### src/rtl/bin2bcd_seq.sv
// Sequential binary-to-BCD converter (shift-and-add-3), one bit per clock.
// Latency: done is high in the cycle after edge k+WIDTH+1 when start is accepted at edge k.
// Backpressure: none; start is ignored while busy, so results repeat at best every WIDTH+2 cycles.
//
// Ports:
//   clk    - single clock, rising edge
//   rst    - synchronous active-high reset; aborts any conversion
//   start  - conversion request, accepted only in IDLE
//   bin    - unsigned binary input, sampled on the accepting edge
//   busy   - high while converting (SHIFT and LOAD)
//   done   - one-cycle pulse when a new result appears on bcd/ovf/blank
//   bcd    - six BCD digits, [3:0] units ... [23:20] hundred-thousands
//   ovf    - last accepted input exceeded 999999 (result saturated)
//   blank  - per-digit leading-zero mask
//
// Build option: define BIN2BCD_LZ_BLANK_EN to generate the leading-zero mask;
// otherwise blank is tied to zero.
module bin2bcd_seq #(
   parameter int WIDTH = 20
) (
   input  logic             clk,
   input  logic             rst,
   input  logic             start,
   input  logic [WIDTH-1:0] bin,
   output logic             busy,
   output logic             done,
   output logic [23:0]      bcd,
   output logic             ovf,
   output logic [5:0]       blank
);

   // Counter only has to reach WIDTH-1; it may wrap on the final
   // increment, which is harmless because LOAD ignores it.
   localparam int CW = $clog2(WIDTH);

   typedef enum logic [1:0] {IDLE, SHIFT, LOAD} state_t;

   state_t              r_state;
   state_t              w_next;
   logic [CW-1:0]       r_cnt;
   logic [WIDTH-1:0]    r_op;
   logic [23:0]         r_scratch;
   logic                r_ovf_pend;
   logic                r_done;
   logic [23:0]         r_bcd;
   logic                r_ovf;

   logic                w_accept;
   logic                w_last;
   logic                w_clamp;
   logic [WIDTH-1:0]    w_bin_lat;
   logic [23:0]         w_adj;
   logic [23+WIDTH:0]   w_shifted;

   // Six digits only hold 999999; narrower inputs can never reach it,
   // so the comparison folds away for WIDTH < 20.
   assign w_clamp   = (32'(bin) > 32'd999999);
   assign w_bin_lat = w_clamp ? WIDTH'(32'd999999) : bin;
   assign w_last    = (r_cnt == CW'(WIDTH-1));

   // Add-3 correction applied before the shift so that no digit
   // exceeds 9 after doubling.
   always_comb begin
      w_adj = r_scratch;
      for (int i = 0; i < 6; i++) begin
         if (r_scratch[i*4 +: 4] >= 4'd5)
            w_adj[i*4 +: 4] = r_scratch[i*4 +: 4] + 4'd3;
      end
   end

   assign w_shifted = {w_adj, r_op} << 1;

   // ---------------- FSM ----------------
   always_ff @(posedge clk) begin
      if (rst)
         r_state <= IDLE;
      else
         r_state <= w_next;
   end

   always_comb begin
      w_next   = r_state;
      w_accept = 1'b0;
      busy     = 1'b0;
      case (r_state)
         IDLE: begin
            if (start) begin
               w_accept = 1'b1;
               w_next   = SHIFT;
            end
         end
         SHIFT: begin
            busy = 1'b1;
            if (w_last)
               w_next = LOAD;
         end
         LOAD: begin
            busy   = 1'b1;
            w_next = IDLE;
         end
         default: w_next = IDLE;
      endcase
   end

   // ---------------- Datapath ----------------
   always_ff @(posedge clk) begin
      if (rst) begin
         r_cnt      <= '0;
         r_op       <= '0;
         r_scratch  <= '0;
         r_ovf_pend <= 1'b0;
         r_done     <= 1'b0;
         r_bcd      <= '0;
         r_ovf      <= 1'b0;
      end else begin
         // Registered so the pulse lines up with the registered result.
         r_done <= (r_state == LOAD);
         if (w_accept) begin
            r_op       <= w_bin_lat;
            r_scratch  <= '0;
            r_cnt      <= '0;
            r_ovf_pend <= w_clamp;
         end else if (r_state == SHIFT) begin
            r_scratch <= w_shifted[23+WIDTH:WIDTH];
            r_op      <= w_shifted[WIDTH-1:0];
            r_cnt     <= r_cnt + 1'b1;
         end else if (r_state == LOAD) begin
            r_bcd <= r_scratch;
            r_ovf <= r_ovf_pend;
         end
      end
   end

   assign done = r_done;
   assign bcd  = r_bcd;
   assign ovf  = r_ovf;

`ifdef BIN2BCD_LZ_BLANK_EN
   logic [5:0] r_blank;
   logic [5:0] w_blank;

   // Walk from the top digit down; a digit is blanked while every digit
   // above it (and itself) is zero. Units digit is never blanked.
   always_comb begin
      logic v_lead;
      v_lead  = 1'b1;
      w_blank = '0;
      for (int i = 5; i >= 1; i--) begin
         v_lead     = v_lead & (r_scratch[i*4 +: 4] == 4'd0);
         w_blank[i] = v_lead;
      end
   end

   always_ff @(posedge clk) begin
      if (rst)
         r_blank <= 6'b111110;
      else if (r_state == LOAD)
         r_blank <= w_blank;
   end

   assign blank = r_blank;
`else
   assign blank = 6'b000000;
`endif

endmodule

### config.mk
export PLATFORM = sky130hd
export DESIGN_NAME = bin2bcd_seq
export DESIGN_NICKNAME = d
export VERILOG_FILES = /design/src/rtl/bin2bcd_seq.sv
export SDC_FILE = /design/constraint.sdc
export NUM_CORES = 1
export LEC_CHECK = 0
export ABC_AREA = 1
export CAP_MARGIN = 20
export CORE_UTILIZATION = 24
export DETAILED_ROUTE_END_ITERATION = 8
export GPL_ROUTABILITY_DRIVEN = 0
export PLACE_DENSITY = 0.39
export SLEW_MARGIN = 20
export SYNTH_ARGS = -nofsm -noshare
export SYNTH_HDL_FRONTEND = slang
export SYNTH_SLANG_ARGS = --single-unit
### constraint.sdc
create_clock -name clk -period 1.45 [get_ports clk]
set_input_delay 0.435 -clock clk [delete_from_list [all_inputs] [get_ports clk]]
set_output_delay 0.435 -clock clk [all_outputs]
set_load 0.005 [all_outputs]
==> results of run 1 <==
[path summary, 6_finish.rpt]
check	start	end	slack (ps)	cells after the start
hold / removal	r_scratch[11]	r_scratch[11]	460	2
hold reg to reg	r_scratch[11]	r_scratch[11]	460	2
setup / recovery	r_state[0]	busy	-50	3
setup reg to reg	r_state[1]	r_cnt[4]	30	8
[layout by cell type, fill, tap and decap left out, types with 4 or more instances in the layout]
cell type and n:
inv_2 13, nand3_1 18, buf_4 35, clkdlybuf4s50_1 18, ha_2 6, nand3b_1 6
inv_1 57, buf_12 7, dlygate4sd2_1 27, nand2_1 84, a21oi_2 6, conb_1 6
ha_1 9, nand2_2 6, nand2_4 4, dfxtp_2 5, o21ai_1 13, dfxtp_1 73
clkbuf_16 9, nor2_1 13, a21oi_1 71, o21ai_0 60, xor2_1 12, buf_6 7
[timing repair]
item,4_1_cts,5_1_grt
buffers inserted,2,5
cloned,0,1
gates resized for setup,41,71
setup endpoints to repair,54,40
pin swaps,4,14
[per-layer routing]
metal  routed length (um)  global-route usage (%)  up-vias
met5                    0                       0        -
met4                  106                    3.64        0
met3                  349                    3.96       10
met2                 4220                    19.0       59
met1                 4500                    14.7     1502
li1                     -                       -     1805
[cell families (layout without fill, tap and decap cells)]
family / count (synthesis) / count (layout) / synth area share [%]
buffers and inverters: 101 / 188 / 12.1
other: 1 / 6 / 0.100
xor gates and xnor gates: 12 / 12 / 2.81
adders and majority gates: 17 / 17 / 5.68
AOI/OAI and AO/OA: 152 / 152 / 20.3
DFF: 78 / 78 / 41.7
and+or+nand+nor: 146 / 146 / 17.3
[power by group]
| part | internal [mW] | switching (mW) |
|---|---|---|
| registers | 2.26 | 0.0740 |
| logic | 0.495 | 0.579 |
| clock network | 1.39 | 0.931 |
[final cells by class]
cell class              instances  area [um2]
fillers                      1610        9960
multi-input cells             333        1880
flip-flops and latches         78        1570
repair buffers                100         971
inverters                      72         278
clock buffers                  10         239
well taps                     188         235
clock inverters                 6        68.8
[critical path, delay by kind of cell, from the launching register on]
family	cells	cell delay, ps
buffers and inverters	2	130
flip-flops	1	340
adder cells (fa/ha/maj)	1	260
[flip-flops by register name, summed over array words and instances, names as in the netlist]
name	cells
done	1
r_cnt	5
ovf	1
bcd	24
r_scratch	24
r_ovf_pend	1
r_state	2
r_op	20
==> qor.txt, run 1 <==
outcome - complete, but fails checks
failing checks - setup timing
initial antenna violation count - 0
largest net degree at the start of global routing - 49
Core Region - 15200 um2
Hold/Removal Path Class - reg2reg
Slowest-stage cell, CP - dfxtp_2
# placed instances - 763
post-route cell area - 5240 um2
placed cell area - 4720 um2
RSZ-0062 raised after global routing - true
nets - 634
final core occ - 34.5%
Ports - 56
Critical Path RT - 1020 ps
Final Non-Filler Cells - 787
initial core utilization - 24.6%
global-route wire length before repair - 14800 um
Clock Path Buffers - 2
Tot Pwr - 5.73 mW
post-synthesis sequential area ratio - 41.7%
kind of critical path - reg2out
P_leak - 2.41 nW
vias per inst - 4.29
synthesis-stage register bit count - 78
Worst VDD drop - 0.000541 V
WL final - 9180 um
Post-synth EDFFs - 0
Synth top area share - 41.7%
CTS tree - done
H-tree depth - 3
syn_area_per_cell - 7.38 um2
share of layout cells above drive strength 1 - 20.7%
Die W - 127 um
Post-DRT Antenna Nets - 0
vias in the first global route - 3064
synth-to-layout area growth - 39.9%
crit end category - primary output
Post-Syn Area - 3740 um2
Async SR Flop Fraction - 0%
Post-Place Worst Slack - -374 ps
CP peak stage delay - 340 ps
CTS sink cnt - 78
crit path cell chain - inv_2 -> ha_4 -> buf_6
synth unique cells - 27
gr ovfl total - 0
Initial DRT Pass Iterations - 4
All-Layer GR Usage - 11.7%
cell with the most instances after synthesis - nand2_1
die area - 16100 um2
final worst slack - -47.9 ps
worst-path fanout max - 2
Top FF cell, synth - dfxtp_1
hold_buf cts - 0
highest clock rate - 668 MHz
Antenna diodes - 0
DP Wirelength - 6470 um
CTS Root Cell - clkbuf_16
Syn Inst Count - 507
routed length per instance - 11.7 um
Initial DRC Count - 112
DR DRC count - 0
Synth top cells by count - 89 x nand2_1, 78 x dfxtp_1, 77 x a21oi_1
Rows - 45
MaxCap Viol Count - 0
Period minus WS final - 1500 ps
Tcrit/Tclk final - 103%
vias - 3376
# port buffers - 49
Crit path arrival time - 1060 ps
setup violators final - 1
largest area contributor in the netlist - dfxtp_1
max-slew violation count - 0
Post-Route Setup TNS - -47.9 ps
startpoint types - flop
Power per Cell Area - 1090 nW/um2
Hold Slack - 460 ps
Synth area leaders - dfxtp_1 42%, a21oi_1 10%, o21ai_0 10%, nand2_1 8.9%, inv_1 6.9%
hold violation total from the final report - 0
Yosys warning total - 0
Clock transition at path regs - 60 ps
clk_skew - 7.00 ps
CTS Buf Count - 9
Die H - 127 um
clock latency on the worst-skew pair - 340 ps
Note: power is estimated with default switching activity, not from simulation.
==> run 2: changes to the inputs <==
CELL_PAD_IN_SITES_DETAIL_PLACEMENT = 0   (was not set)
CELL_PAD_IN_SITES_GLOBAL_PLACEMENT = 1   (was not set)
CORE_UTILIZATION = 35   (was 24)
PLACE_DENSITY = 0.71   (was 0.39)
==> run 2 against run 1 <==
The run still ends with setup timing left. Count of clock-buffer cells in the layout grew 1. Register-to-register slack gained 20 ps. Clock power shrank 25%.
==> qor.txt, run 2 (same netlist as run 1, synthesis figures left out) <==
outcome - complete, but fails checks (unchanged)
failing checks - setup timing (unchanged)
H-tree depth - 3 (unchanged)
Tcrit/Tclk final - 103% (about the same)
Critical Path RT - 1020 ps (about the same)
die area - 11100 um2 (was 16100 um2)
hold violation total from the final report - 0 (unchanged)
most frequent cells in the layout - 83 x nand2_1, 73 x a21oi_1, 59 x o21ai_0 (was 84 x nand2_1, 73 x dfxtp_1, 71 x a21oi_1)
# placed instances - 697 (was 763)
worst-path fanout max - 2 (unchanged)
Die W - 105 um (was 127 um)
All-Layer GR Usage - 16.1% (was 11.7%)
MaxCap Viol Count - 0 (unchanged)
kind of critical path - reg2out (unchanged)
vias per inst - 4.64 (was 4.29)
P_leak - 2.23 nW (was 2.41 nW)
Core Region - 10400 um2 (was 15200 um2)
clk_skew - 11.5 ps (was 7.00 ps)
Worst VDD drop - 0.000631 V (was 0.000541 V)
global-route wire length before repair - 14400 um (was 14800 um)
share of layout cells above drive strength 1 - 20.1% (was 20.7%)
CP peak stage delay - 340 ps (about the same)
routed length per instance - 12.1 um (was 11.7 um)
Final Non-Filler Cells - 718 (was 787)
CP bufs+invs - 2 (unchanged)
Ports - 56 (unchanged)
CTS Buf Count - 9 (unchanged)
Clock transition at path regs - 80 ps (was 60 ps)
Crit path arrival time - 1060 ps (about the same)
WL final - 8680 um (was 9180 um)
gr ovfl total - 0 (unchanged)
Fill cells - 1085 (was 1610)
Hold/Removal Path Class - reg2reg (unchanged)
max-slew violation count - 0 (unchanged)
Slowest-stage cell, CP - dfxtp_2 (unchanged)
Clock Path Buffers - 2 (unchanged)
DP Wirelength - 5670 um (was 6470 um)
setup violators final - 1 (unchanged)
initial core utilization - 36.1% (was 24.6%)
vias in the first global route - 3153 (was 3064)
initial antenna violation count - 0 (unchanged)
highest clock rate - 668 MHz (about the same)
Period minus WS final - 1500 ps (about the same)
CTS Root Cell - clkbuf_8 (was clkbuf_16)
RSZ-0062 raised after global routing - true (unchanged)
Power per Cell Area - 1040 nW/um2 (was 1090 nW/um2)
Antenna diodes - 0 (unchanged)
crit path cell chain - inv_2 -> ha_4 -> buf_6 (unchanged)
Initial DRT Pass Iterations - 4 (unchanged)
vias - 3332 (was 3376)
crit end category - primary output (unchanged)
CP delay by family, top - flip-flops (unchanged)
Post-DRT Antenna Nets - 0 (unchanged)
CTS tree - done (unchanged)
largest net degree at the start of global routing - 49 (unchanged)
leading cell type in the layout, fill and taps excluded - nand2_1 (unchanged)
Rows - 37 (was 45)
nets - 618 (was 634)
multi-input logic area - 1850 um2 (was 1880 um2)
synth-to-layout area growth - 30.7% (was 39.9%)
# port buffers - 49 (unchanged)
Storage cell area - 1590 um2 (was 1570 um2)
Initial DRC Count - 125 (was 112)
CTS sink cnt - 78 (unchanged)
Die H - 105 um (was 127 um)
startpoint types - flop (unchanged)
clock latency on the worst-skew pair - 350 ps (was 340 ps)
final worst slack - -45.9 ps (was -47.9 ps)
Tot Pwr - 5.09 mW (was 5.73 mW)
DR DRC count - 0 (unchanged)
run 2: worst paths after layout:
path                                      end  cells past startpoint          start  slack, ps
worst max-delay path                     busy                      3     r_state[0]        -50
worst min-delay path            r_scratch[15]                      2  r_scratch[15]        460
worst max register to register     r_state[0]                      9     r_state[1]         50
worst min register to register  r_scratch[15]                      2  r_scratch[15]        460
run 2: power breakdown:
| group | switching, mW | internal, mW | leakage (nW) |
|---|---|---|---|
| sequential | 0.0742 | 2.26 | 0.644 |
| clock | 0.767 | 0.959 | 0.0994 |
| combinational | 0.581 | 0.453 | 1.49 |
run 2: layout make-up:
| type | instances | area share [%] |
|---|---|---|
| Multi-Input combinational cell | 333 | 37.8 |
| Sequential cell | 78 | 32.4 |
| Timing Repair Buffer | 84 | 16.3 |
| Inverter | 72 | 5.75 |
| Tap cell | 136 | 3.48 |
| Clock buffer | 11 | 2.68 |
| Clock inverter | 4 | 1.48 |
run 2: metrics by stage:
step	setup TNS [ps]	hold WS, ps	area [um2]	util, %	worst slack, ps
final	-45.9	463	4890	47.2	-45.9
after global routing	-303	490	4890	47.2	-98.9
after CTS	-68.8	468	4760	45.9	-68.8
after detailed placement	-19820	456	4490	43.3	-428
after global placement	-19370	450	4490	43.3	-417
after floorplan	0	429	3760	-	38.7
run 2: what timing repair did:
item / CTS / global route
hold buffers: 0 / 0
hold endpoints to repair: 0 / 0
gates resized for setup: 67 / 53
setup buffers: 1 / 2
setup endpoints to repair: 49 / 38
cloned: 1 / 2
pin swaps: 3 / 17
run 2: worst min-delay path: cells and delay by family (launching register included):
| family | cells | cell delay (ps) |
|---|---|---|
| AO/OA/AOI/OAI | 1 | 50 |
| AND/OR/NAND/NOR | 1 | 60 |
| flip-flops | 1 | 310 |
run 2: layer usage:
layer | GRT usage (%) | vias up | routed length (um)
li1 | - | 1772 | -
met5 | 0 | - | 0
met3 | 4.08 | 5 | 316
met1 | 20.8 | 1505 | 4270
met4 | 4.53 | 0 | 63
met2 | 26.5 | 50 | 4030
